==> src/rtl/dpd_lut_cfg_if.sv <==
// Host-side command, fill-data and response channels of the DPD LUT row configuration sequencer.
interface dpd_lut_cfg_if #(
    parameter int I_DELAY_MAX = 8,
    parameter int DATA_WIDTH  = 32,
    parameter int ADDR_WIDTH  = 3
);
    logic                   cmd_valid;
    logic                   cmd_ready;
    logic [1:0]             cmd_op;
    logic [I_DELAY_MAX-1:0] cmd_lut_sel;
    logic [ADDR_WIDTH-1:0]  cmd_addr;
    logic [DATA_WIDTH-1:0]  cmd_data;
    logic [ADDR_WIDTH:0]    cmd_len;
    logic                   wdat_valid;
    logic                   wdat_ready;
    logic [DATA_WIDTH-1:0]  wdat;
    logic                   rsp_valid;
    logic                   rsp_ready;
    logic [DATA_WIDTH-1:0]  rsp_data;
    logic                   rsp_err;
    logic                   busy;

    modport master (
        output cmd_valid, cmd_op, cmd_lut_sel, cmd_addr, cmd_data, cmd_len,
        input  cmd_ready,
        output wdat_valid, wdat,
        input  wdat_ready,
        output rsp_ready,
        input  rsp_valid, rsp_data, rsp_err, busy
    );

    modport slave (
        input  cmd_valid, cmd_op, cmd_lut_sel, cmd_addr, cmd_data, cmd_len,
        output cmd_ready,
        input  wdat_valid, wdat,
        output wdat_ready,
        input  rsp_ready,
        output rsp_valid, rsp_data, rsp_err, busy
    );
endinterface

==> src/rtl/dpd_lut_cfg_ctrl.sv <==
// Sequences host write/read/fill/clear commands onto the dpd_luts_row_v2 configuration port.
//   state  | meaning
//   IDLE   | waiting for a command, cmd_ready high
//   WR     | single write cycle on the LUT port
//   RD     | enc held RD_LATENCY cycles, doutc captured on the last
//   FILL   | one write per accepted wdat beat, address wraps
//   CLR    | zero every address of the selected LUTs
//   RSP    | response presented until rsp_ready
module dpd_lut_cfg_ctrl #(
    parameter int I_DELAY_MAX = 8,
    parameter int DATA_WIDTH  = 32,
    parameter int ADDR_WIDTH  = 3,
    parameter int RD_LATENCY  = 3
) (
    input  logic                   clk,
    input  logic                   rst_n,
    dpd_lut_cfg_if.slave           cfg,
    output logic                   enc,
    output logic                   wec,
    output logic [I_DELAY_MAX-1:0] lutIdc,
    output logic [ADDR_WIDTH-1:0]  addrc,
    output logic [DATA_WIDTH-1:0]  dinc,
    input  logic [DATA_WIDTH-1:0]  doutc
);
    localparam logic [2:0] S_IDLE = 3'd0;
    localparam logic [2:0] S_WR   = 3'd1;
    localparam logic [2:0] S_RD   = 3'd2;
    localparam logic [2:0] S_FILL = 3'd3;
    localparam logic [2:0] S_CLR  = 3'd4;
    localparam logic [2:0] S_RSP  = 3'd5;

    localparam logic [1:0] OP_WR   = 2'b00;
    localparam logic [1:0] OP_RD   = 2'b01;
    localparam logic [1:0] OP_FILL = 2'b10;
    localparam logic [1:0] OP_CLR  = 2'b11;

    localparam int CNT_W = $clog2(RD_LATENCY + 1);
    localparam logic [CNT_W-1:0]    RD_LOAD  = CNT_W'(RD_LATENCY - 1);
    localparam logic [ADDR_WIDTH:0] LEN_FULL = {1'b1, {ADDR_WIDTH{1'b0}}};
    localparam logic [ADDR_WIDTH:0] LEN_ONE  = {{ADDR_WIDTH{1'b0}}, 1'b1};

    logic [2:0]             state;
    logic [I_DELAY_MAX-1:0] sel_q;
    logic [ADDR_WIDTH-1:0]  addr_q;
    logic [ADDR_WIDTH:0]    beats_left;
    logic [CNT_W-1:0]       rd_cnt;
    logic                   cmd_fire;
    logic                   wdat_fire;
    logic                   sel_onehot;
    logic                   sel_bad;

    assign cmd_fire   = cfg.cmd_valid && cfg.cmd_ready;
    assign wdat_fire  = cfg.wdat_valid && cfg.wdat_ready;
    assign sel_onehot = (cfg.cmd_lut_sel & (cfg.cmd_lut_sel - 1'b1)) == '0;
    assign sel_bad    = (cfg.cmd_lut_sel == '0) || ((cfg.cmd_op == OP_RD) && !sel_onehot);

    assign cfg.rsp_valid = (state == S_RSP);
    assign cfg.busy      = (state != S_IDLE);

    // LUT port fields default to 0 every cycle; each state re-asserts what it drives.
    always_ff @(posedge clk or negedge rst_n) begin
        if (!rst_n) begin
            state          <= S_IDLE;
            sel_q          <= '0;
            addr_q         <= '0;
            beats_left     <= '0;
            rd_cnt         <= '0;
            cfg.cmd_ready  <= 1'b0;
            cfg.wdat_ready <= 1'b0;
            cfg.rsp_data   <= '0;
            cfg.rsp_err    <= 1'b0;
            enc            <= 1'b0;
            wec            <= 1'b0;
            lutIdc         <= '0;
            addrc          <= '0;
            dinc           <= '0;
        end else begin
            enc    <= 1'b0;
            wec    <= 1'b0;
            lutIdc <= '0;
            addrc  <= '0;
            dinc   <= '0;
            case (state)
                S_IDLE: begin
                    if (cmd_fire) begin
                        cfg.cmd_ready <= 1'b0;
                        cfg.rsp_data  <= '0;
                        cfg.rsp_err   <= 1'b0;
                        sel_q         <= cfg.cmd_lut_sel;
                        addr_q        <= cfg.cmd_addr;
                        beats_left    <= (cfg.cmd_len == '0) ? LEN_FULL : cfg.cmd_len;
                        if (sel_bad) begin
                            cfg.rsp_err <= 1'b1;
                            state       <= S_RSP;
                        end else begin
                            case (cfg.cmd_op)
                                OP_WR: begin
                                    enc    <= 1'b1;
                                    wec    <= 1'b1;
                                    lutIdc <= cfg.cmd_lut_sel;
                                    addrc  <= cfg.cmd_addr;
                                    dinc   <= cfg.cmd_data;
                                    state  <= S_WR;
                                end
                                OP_RD: begin
                                    enc    <= 1'b1;
                                    lutIdc <= cfg.cmd_lut_sel;
                                    addrc  <= cfg.cmd_addr;
                                    rd_cnt <= RD_LOAD;
                                    state  <= S_RD;
                                end
                                OP_FILL: begin
                                    cfg.wdat_ready <= 1'b1;
                                    state          <= S_FILL;
                                end
                                OP_CLR: begin
                                    enc    <= 1'b1;
                                    wec    <= 1'b1;
                                    lutIdc <= cfg.cmd_lut_sel;
                                    state  <= S_CLR;
                                end
                            endcase
                        end
                    end else begin
                        cfg.cmd_ready <= 1'b1;
                    end
                end
                S_WR: state <= S_RSP;
                S_RD: begin
                    if (rd_cnt == '0) begin
                        cfg.rsp_data <= doutc;
                        state        <= S_RSP;
                    end else begin
                        rd_cnt <= rd_cnt - 1'b1;
                        enc    <= 1'b1;
                        lutIdc <= lutIdc;
                        addrc  <= addrc;
                    end
                end
                S_FILL: begin
                    // wdat_ready low here means the last beat's write is on the port this cycle.
                    if (!cfg.wdat_ready) begin
                        state <= S_RSP;
                    end else if (wdat_fire) begin
                        enc        <= 1'b1;
                        wec        <= 1'b1;
                        lutIdc     <= sel_q;
                        addrc      <= addr_q;
                        dinc       <= cfg.wdat;
                        addr_q     <= addr_q + 1'b1;
                        beats_left <= beats_left - 1'b1;
                        if (beats_left == LEN_ONE) cfg.wdat_ready <= 1'b0;
                    end
                end
                S_CLR: begin
                    if (addrc == '1) begin
                        state <= S_RSP;
                    end else begin
                        enc    <= 1'b1;
                        wec    <= 1'b1;
                        lutIdc <= lutIdc;
                        addrc  <= addrc + 1'b1;
                    end
                end
                S_RSP: begin
                    if (cfg.rsp_ready) begin
                        cfg.cmd_ready <= 1'b1;
                        cfg.rsp_data  <= '0;
                        cfg.rsp_err   <= 1'b0;
                        state         <= S_IDLE;
                    end
                end
                default: state <= S_IDLE;
            endcase
        end
    end
endmodule

==> src/flat_wrapper.sv <==
// flat-port wrapper written by rule: the top's interface ports become plain ports
module dpd_lut_cfg_ctrl_flat 
#(
    parameter int I_DELAY_MAX = 8,
    parameter int DATA_WIDTH  = 32,
    parameter int ADDR_WIDTH  = 3,
    parameter int RD_LATENCY  = 3
)
  (clk, rst_n, enc, wec, lutIdc, addrc, dinc, doutc, cfg_cmd_valid, cfg_cmd_op, cfg_cmd_lut_sel, cfg_cmd_addr, cfg_cmd_data, cfg_cmd_len, cfg_cmd_ready, cfg_wdat_valid, cfg_wdat, cfg_wdat_ready, cfg_rsp_ready, cfg_rsp_valid, cfg_rsp_data, cfg_rsp_err, cfg_busy);
  dpd_lut_cfg_if #(.I_DELAY_MAX(I_DELAY_MAX), .DATA_WIDTH(DATA_WIDTH), .ADDR_WIDTH(ADDR_WIDTH)) cfg_i ();
  input  logic clk;
  input  logic rst_n;
  output logic enc;
  output logic wec;
  output logic [I_DELAY_MAX-1:0] lutIdc;
  output logic [ADDR_WIDTH-1:0] addrc;
  output logic [DATA_WIDTH-1:0] dinc;
  input  logic [DATA_WIDTH-1:0] doutc;
  input wire logic [$bits(cfg_i.cmd_valid)-1:0] cfg_cmd_valid;
  input wire logic [$bits(cfg_i.cmd_op)-1:0] cfg_cmd_op;
  input wire logic [$bits(cfg_i.cmd_lut_sel)-1:0] cfg_cmd_lut_sel;
  input wire logic [$bits(cfg_i.cmd_addr)-1:0] cfg_cmd_addr;
  input wire logic [$bits(cfg_i.cmd_data)-1:0] cfg_cmd_data;
  input wire logic [$bits(cfg_i.cmd_len)-1:0] cfg_cmd_len;
  output wire logic [$bits(cfg_i.cmd_ready)-1:0] cfg_cmd_ready;
  input wire logic [$bits(cfg_i.wdat_valid)-1:0] cfg_wdat_valid;
  input wire logic [$bits(cfg_i.wdat)-1:0] cfg_wdat;
  output wire logic [$bits(cfg_i.wdat_ready)-1:0] cfg_wdat_ready;
  input wire logic [$bits(cfg_i.rsp_ready)-1:0] cfg_rsp_ready;
  output wire logic [$bits(cfg_i.rsp_valid)-1:0] cfg_rsp_valid;
  output wire logic [$bits(cfg_i.rsp_data)-1:0] cfg_rsp_data;
  output wire logic [$bits(cfg_i.rsp_err)-1:0] cfg_rsp_err;
  output wire logic [$bits(cfg_i.busy)-1:0] cfg_busy;
  assign cfg_i.cmd_valid = cfg_cmd_valid;
  assign cfg_i.cmd_op = cfg_cmd_op;
  assign cfg_i.cmd_lut_sel = cfg_cmd_lut_sel;
  assign cfg_i.cmd_addr = cfg_cmd_addr;
  assign cfg_i.cmd_data = cfg_cmd_data;
  assign cfg_i.cmd_len = cfg_cmd_len;
  assign cfg_cmd_ready = cfg_i.cmd_ready;
  assign cfg_i.wdat_valid = cfg_wdat_valid;
  assign cfg_i.wdat = cfg_wdat;
  assign cfg_wdat_ready = cfg_i.wdat_ready;
  assign cfg_i.rsp_ready = cfg_rsp_ready;
  assign cfg_rsp_valid = cfg_i.rsp_valid;
  assign cfg_rsp_data = cfg_i.rsp_data;
  assign cfg_rsp_err = cfg_i.rsp_err;
  assign cfg_busy = cfg_i.busy;
  dpd_lut_cfg_ctrl #(.I_DELAY_MAX(I_DELAY_MAX), .DATA_WIDTH(DATA_WIDTH), .ADDR_WIDTH(ADDR_WIDTH), .RD_LATENCY(RD_LATENCY)) u_core (.clk(clk), .rst_n(rst_n), .cfg(cfg_i), .enc(enc), .wec(wec), .lutIdc(lutIdc), .addrc(addrc), .dinc(dinc), .doutc(doutc));
endmodule
==> config.mk <==
export PLATFORM = sky130hd
export DESIGN_NAME = dpd_lut_cfg_ctrl_flat
export DESIGN_NICKNAME = d
export VERILOG_FILES = /design/src/rtl/dpd_lut_cfg_if.sv /design/src/rtl/dpd_lut_cfg_ctrl.sv /design/src/flat_wrapper.sv
export SDC_FILE = /design/constraint.sdc
export NUM_CORES = 1
export LEC_CHECK = 0
export CORE_MARGIN = 2
export CORE_UTILIZATION = 42
export CTS_CLUSTER_DIAMETER = 150
export DETAILED_ROUTE_END_ITERATION = 8
export PLACE_DENSITY = 0.8
export SYNTH_ARGS = -nofsm -noshare
export SYNTH_HDL_FRONTEND = slang
export SYNTH_SLANG_ARGS = --single-unit
==> constraint.sdc <==
create_clock -name clk -period 2.27 [get_ports clk]
set_input_delay 0.3405 -clock clk [delete_from_list [all_inputs] [get_ports clk]]
set_output_delay 0.3405 -clock clk [all_outputs]
set_load 0.02 [all_outputs]
==> key figures, run 1 <==
Status
  • Status: completed

Finish
  • Area of the multi-input gates: roughly 1900 um^2
  • Area growth, synth to finish: 60.07%
  • # diodes: 0
  • Fillers: 773
  • Most common cell after layout, fill and taps aside: clkdlybuf4s50_1
  • Share of layout cells above drive strength 1: between 10% and 20%
  • Final cell count without fillers: ~800
  • Final net count: 786
  • Leading cell types in the layout, fill and taps excluded: clkdlybuf4s50_1 (194), dfrtp_1 (100), nand2_1 (95)
  • Sequential cell area: about 2500 um^2

Pwr
  • Pwr dens: 829.2 nW/um^2
  • Final total power: 5952 uW
  • Static leakage: 0.003136 uW
  • Maximum VDD drop: between 400 and 500 uV

Yosys
  • Simple-Gate Fraction of Synth Area: 15.46%
  • Dominant cells by area after synthesis: dfrtp_1 (56%), nand2_1 (8.0%), a22o_1 (7.6%)
  • Post-synthesis register bit count: 100
  • Adder-Cell Fraction of Synth Area: 3.069%
  • Synth Warn #: 0
  • Synth cell types: a little under 50
  • Post-Syn Area: 4484 um^2
  • Combinational family with the most area after synthesis: compound AO/OA/AOI/OAI gates
  • Synth area leader: dfrtp_1
  • Post-Syn Nets: between 500 and 600
  • Post-Syn Instances: 434
  • Sequential area share after synthesis: 55.80%
  • Synth Area in Compound Gates: between 20% and 30%
  • Syn Area/Cell: 10.33 um^2
  • Xor/xnor share of the synthesized area: 0%
  • Share of the synthesized area in the top cell type: a little under three fifths
  • Multiplexer area fraction after synthesis: less than 1%

Place
  • Setup slack after placement: -0.5162 ns
  • Placed insts: a little under 800
  • DP HPWL: 10160 um
  • Gpl congestion: 0.8366
  • PortBufs: about 200

Worst setup path
  • CP endpoint kind: primary output
  • Crit start category: flop
  • Crit Path Max Fanout: 9
  • Worst EP arrival: ~1.9 ns
  • CP required: around 1.9 ns
  • Crit Path Category: flop to primary output

Clock tree
  • Total clock sinks: 100
  • TritonCTS clock tree: yes
  • CTS Buf Count: 9
  • Root Buffer: clkbuf_8
  • Clock Tree Buf Depth: 2
  • Clock Pin Slew Worst Setup and Hold Paths: around 0.090 ns
  • Htree depth: 3
  • Clk_lat worst skew: 0.37 ns

Route
  • Via/cell ratio: 5.392
  • Initial DRT Pass Iterations: 4
  • DRC Markers: 0
  • DR WL/cell: 18.00 um
  • Final wirelength: approximately 14000 um
  • ANT nets after route: 0
  • Drt initial violations: 288
  • Via Count: 4303

Run
  • Max_cap viols: 0

Die
  • Die W: between 100 and 150 um
  • Core ar.: 10320 um^2
  • IO Pins: 200
  • FP Rows: 37
  • Die H: roughly 110 um
  • Starting Density: 43.44%
  • Die area: 11520 um^2

STA
  • Min setup slack post-route: 0.07675 ns
  • Final hold violations: 0
  • Endpoints failing setup: 0
  • Post-route clock period utilization: 96.62%
  • Setup TNS: 0 ns
  • Max-slew headroom: around 62%
  • Final Max Slew Viols: 0
  • RSZ-0062 raised after global routing: no
  • Fmax: between 400 and 500 MHz
  • Slew @ Worst Pin: approximately 0.57 ns
  • Tmin final: roughly 2.2 ns
  • Clk_skew: 0.007390 ns

GRT
  • Largest net degree at the start of global routing: 69
  • Initial antenna violation count: 0
  • GRT Total Usage: 24.65%
  • First-pass GRT wire length: 22200 um
  • Gr ovfl total: 0
  • Via count of the first global-routing pass: 4308

Worst hold path
  • Worst hold-check path type: primary input to flop
## stage by stage
step / hold WS, ns / utilization [%] / instance area [um^2]
floorplan: 0.04491 / - / 4484
global placement: 0.3175 / 66.40 / 6855
detailed placement: 0.3172 / 66.40 / 6855
CTS: 0.4530 / 68.31 / 7052
global route: 0.3745 / 69.53 / 7178
finish: 0.3506 / 69.53 / 7178
## layout make-up
class	instances	share of cell area, %
Clock buffer	12	2.161
Clock inverter	4	0.3312
Inverter	11	0.5752
Multi-Input combinational cell	297	26.06
Sequential cell	100	34.86
Tap cell	136	2.371
Timing Repair Buffer	238	33.64
## cell usage after synthesis (all sizes together)
library cell    n
dfrtp         100
nand2          95
o21ai          43
a22o           39
clkbuf         21
nor2           21
a21oi          11
ha             11
inv            10
a31o            7
nor3            7
nand3           6
buf             5
nor2b           5
a211o           4
a221o           4
a22oi           4
a211oi          3
nand2b          3
nand3b          3
nor3b           3
and3b           2
mux2            2
mux2i           2
o211ai          2
o2bb2ai         2
or3b            2
a2111oi         1
a221oi          1
a31oi           1
a32o            1
and2            1
and3            1
clkinv          1
nand4b          1
nor4            1
nor4b           1
o22a            1
o311a           1
o31ai           1
o41ai           1
or2             1
or3             1
or4             1
## timing repair
action                                  4_1_cts  5_1_grt
hold buffers                                  1        0
endpoints found under the hold margin        32        0
pin swaps                                     2        6
endpoints found under the setup margin       46       51
gates cloned                                  0        4
resized for setup                             3       15
setup buffers                                 0        1
## per-layer routing
metal / vias to the layer above / track usage, % / wire [um]
met4: 0 / 9.341 / 206
met2: 182 / 43.17 / 7403
li1: 1982 / - / -
met1: 2121 / 30.25 / 5774
met3: 18 / 4.540 / 979
met5: - / 0 / 0
## final timing paths
check,end,from,depth (start not counted),slack [ns]
setup / recovery,cfg_busy,u_core.state[2]$_DFFE_PN0P_,4,0.08
hold / removal,u_core.sel_q[3]$_DFFE_PN0P_,cfg_cmd_lut_sel[3],4,0.35
setup reg to reg,u_core.state[0]$_DFFE_PN0P_,u_core.addrc[0]$_DFFE_PN0N_,7,0.26
hold reg to reg,u_core.sel_q[3]$_DFFE_PN0P_,u_core.sel_q[3]$_DFFE_PN0P_,2,0.48
max in group asynchronous,u_core.cfg.rsp_data[10]$_DFFE_PN0P_,rst_n,3,1.09
min in group asynchronous,u_core.sel_q[3]$_DFFE_PN0P_,rst_n,2,0.45
## critical path, stage by stage (launching register included)
cell and delay [ns]:
dfrtp_1 0.49, nor3_2 0.08, buf_4 0.16, inv_1 0.12
clkdlybuf4s50_1 0.63
## registers in the layout (all words and copies together), names as in the netlist, 2 cells and up
register and flops:
u_core.beats_left 4, u_core.cfg.rsp_data 32, u_core.sel_q 8, u_core.lutIdc 8
u_core.state 3, u_core.addr_q 3, u_core.rd_cnt 2, u_core.dinc 32
u_core.addrc 3
## power by group
part	switching, uW	internal (uW)	total (uW)	leakage (uW)
clock network	613	456	1070	0.0000961
registers	247	2150	2400	0.00134
logic	1330	1150	2480	0.00170
total	2190	3770	5950	0.00314
## cell families (layout without fill, tap and decap cells)
kind of cell | after synthesis | in the layout
compound gates | 127 | 127
buf+inv | 37 | 265
mux | 4 | 4
flops | 100 | 100
simple gates | 155 | 155
fa+ha+maj | 11 | 11
No activity file was read; power rests on OpenSTA's default activity.
==> run 2: changes to the inputs <==
--- a/config.mk
+++ b/config.mk
@@ -10,6 +10,7 @@
 export CTS_CLUSTER_DIAMETER = 150
 export DETAILED_ROUTE_END_ITERATION = 8
 export PLACE_DENSITY = 0.8
+export SLEW_MARGIN = 20
 export SYNTH_ARGS = -nofsm -noshare
 export SYNTH_HDL_FRONTEND = slang
 export SYNTH_SLANG_ARGS = --single-unit
==> results of run 2 <==
No change in the layout: final DEF, timing and power equal those of run 1.
==> run 3: changes to the inputs <==
==> constraint.sdc (replaced) <==
create_clock -name clk -period 2.3 [get_ports clk]
set_input_delay 0.345 -clock clk [delete_from_list [all_inputs] [get_ports clk]]
set_output_delay 0.345 -clock clk [all_outputs]
set_load 0.02 [all_outputs]
==> run 3 against run 2 <==
- sequential power barely moved
- critical endpoint is now u_core.rd_cnt[1]$_DFFE_PN0P_
- worst setup slack worse by 0.023 ns
- sequential share of layout area grew 0.15 points
==> key figures, run 3 (same netlist as run 1, synthesis figures left out) <==
Status
  • Status: completed

Place
  • PortBufs: 199
  • Placed insts: 778
  • Gpl congestion: 0.8414
  • DP HPWL: 10080 um

Route
  • DR WL/cell: around 17 um
  • Drt initial violations: 275
  • Initial DRT Pass Iterations: 7
  • DRC Markers: 0
  • Final wirelength: 13520 um
  • Via/cell ratio: approximately 5.3
  • Via Count: 4234
  • ANT nets after route: 0

GRT
  • Via count of the first global-routing pass: 4225
  • Initial antenna violation count: 0
  • Gr ovfl total: 0
  • First-pass GRT wire length: 20890 um
  • GRT Total Usage: approximately a quarter
  • Largest net degree at the start of global routing: 65

Die
  • Die H: 107.3 um
  • Core ar.: 10320 um^2
  • FP Rows: 37
  • IO Pins: 200
  • Starting Density: 43.44%
  • Die area: 11520 um^2
  • Die W: ~110 um

Pwr
  • P_sw: 2105 uW
  • Static leakage: 0.003121 uW
  • Pwr dens: 836.8 nW/um^2
  • Power share of the combinational group: 39.6%
  • Internal power: ~3900 uW
  • Seq pwr share: between 30% and 40%
  • Clock power share: about a fifth
  • Maximum VDD drop: 417.7 uV
  • Sw frac: 35.18%

Finish
  • Final net count: approximately 790
  • Leading cell types in the layout, fill and taps excluded: clkdlybuf4s50_1 (194), dfrtp_1 (99), nand2_1 (95)
  • Most common cell after layout, fill and taps aside: clkdlybuf4s50_1
  • Share of layout cells above drive strength 1: 10.29%
  • Fillers: 757
  • Top flop regs: u_core.cfg.rsp_data x32, u_core.dinc x32
  • Final cell count without fillers: 797
  • # diodes: 0
  • Area growth, synth to finish: 59.46%

Worst setup path
  • Crit start category: primary input
  • CP required: 2.56 ns
  • Crit Path Category: primary input to flop
  • Max incr delay on CP: 0.53 ns
  • CP endpoint kind: flop
  • CP max-delay cell: or4_4
  • CP Cell Sequence: clkdlybuf4s50_1, or4_4, buf_6, a211o_1, a211o_1, o22a_1, mux2_4
  • Worst EP arrival: 2.50 ns
  • Most frequent CP cell: a211o_1
  • Crit Path Max Fanout: 4

STA
  • Final hold violations: 0
  • Setup TNS: 0 ns
  • RSZ-0062 raised after global routing: no
  • Max-slew headroom: 59.66%
  • Clk_skew: 0.007669 ns
  • Final Max Slew Viols: 0
  • Post-route clock period utilization: 97.65%
  • Slew @ Worst Pin: 0.6011 ns
  • Endpoints failing setup: 0
  • Fmax: about 450 MHz
  • Tmin final: 2.246 ns

Clock tree
  • Root Buffer: clkbuf_8
  • TritonCTS clock tree: yes
  • Clk_lat worst skew: 0.37 ns
  • Htree depth: 3
  • Clock Tree Buf Depth: 2
  • Clock Pin Slew Worst Setup and Hold Paths: 0.09 ns
  • Total clock sinks: 100
  • CTS Buf Count: 9

Run
  • Max_cap viols: 0

Worst hold path
  • Worst hold-check path type: primary input to flop
-- run 3: critical path: cells and delay by family --
kind | cells | cell delay [ns]
AOI/OAI and AO/OA | 3 | 0.75
buffers and inverters | 2 | 0.57
and+or+nand+nor | 1 | 0.53
muxes | 1 | 0.31
-- run 3: what timing repair did --
item | in CTS | in global routing
pin swaps | 2 | 3
setup buffers | 0 | 1
setup endpoints to repair | 36 | 36
gates cloned | 0 | 1
resized for setup | 5 | 5
hold buffers | 1 | 0
hold endpoints to repair | 41 | 0
-- run 3: power groups by stage --
stage / combinational, uW / clock, uW / sequential [uW]
detailed placement: 2360 / 0 / 2410
finish: 2370 / 1230 / 2390
global route: 2580 / 1320 / 2440
global placement: 2290 / 0 / 2390
CTS: 2370 / 1260 / 2380
floorplan: 1010 / 0 / 2610
-- run 3: stage by stage --
stage / hold WS [ns] / setup WS, ns / total power (uW) / utilization [%] / area, um^2
after detailed placement: 0.3751 / -0.4635 / 4773 / 66.43 / 6858
after CTS: 0.4895 / 0.009506 / 6011 / 68.76 / 7098
after global placement: 0.3707 / -0.4113 / 4678 / 66.43 / 6858
final: 0.3535 / 0.05414 / 5984 / 69.26 / 7151
after global routing: 0.3577 / 0.002089 / 6340 / 69.26 / 7151
after floorplan: 0.04941 / 0.04413 / 3616 / - / 4484
-- run 3: area by class of cell --
class	instances	area, um^2	area share (%)
Sequential cell	100	2504	35.01
Timing Repair Buffer	237	2355	32.93
Multi-Input combinational cell	297	1863	26.05
Tap cell	136	170.2	2.380
Clock buffer	12	145.1	2.030
Clock inverter	4	72.57	1.015
Inverter	11	41.29	0.5774
-- run 3: worst paths after layout --
path	from	to	slack (ns)	cells after the start
hold / removal	cfg_cmd_lut_sel[3]	u_core.sel_q[3]$_DFFE_PN0P_	0.35	4
hold reg to reg	u_core.sel_q[4]$_DFFE_PN0P_	u_core.sel_q[4]$_DFFE_PN0P_	0.49	2
setup / recovery	cfg_cmd_lut_sel[4]	u_core.rd_cnt[1]$_DFFE_PN0P_	0.05	7
max in group asynchronous	rst_n	u_core.dinc[30]$_DFF_PN0_	1.15	3
min in group asynchronous	rst_n	u_core.lutIdc[3]$_DFFE_PN0P_	0.50	2
setup reg to reg	u_core.addrc[0]$_DFFE_PN0N_	u_core.state[0]$_DFFE_PN0P_	0.27	7
-- run 3: routing by layer --
layer / vias to the layer above / global-route usage (%) / part of all wire, %
met5: - / 0 / 0
met4: 0 / 9.890 / 1.9
met3: 22 / 4.298 / 6.6
met2: 180 / 40.69 / 51
met1: 2050 / 28.81 / 41
li1: 1982 / - / -
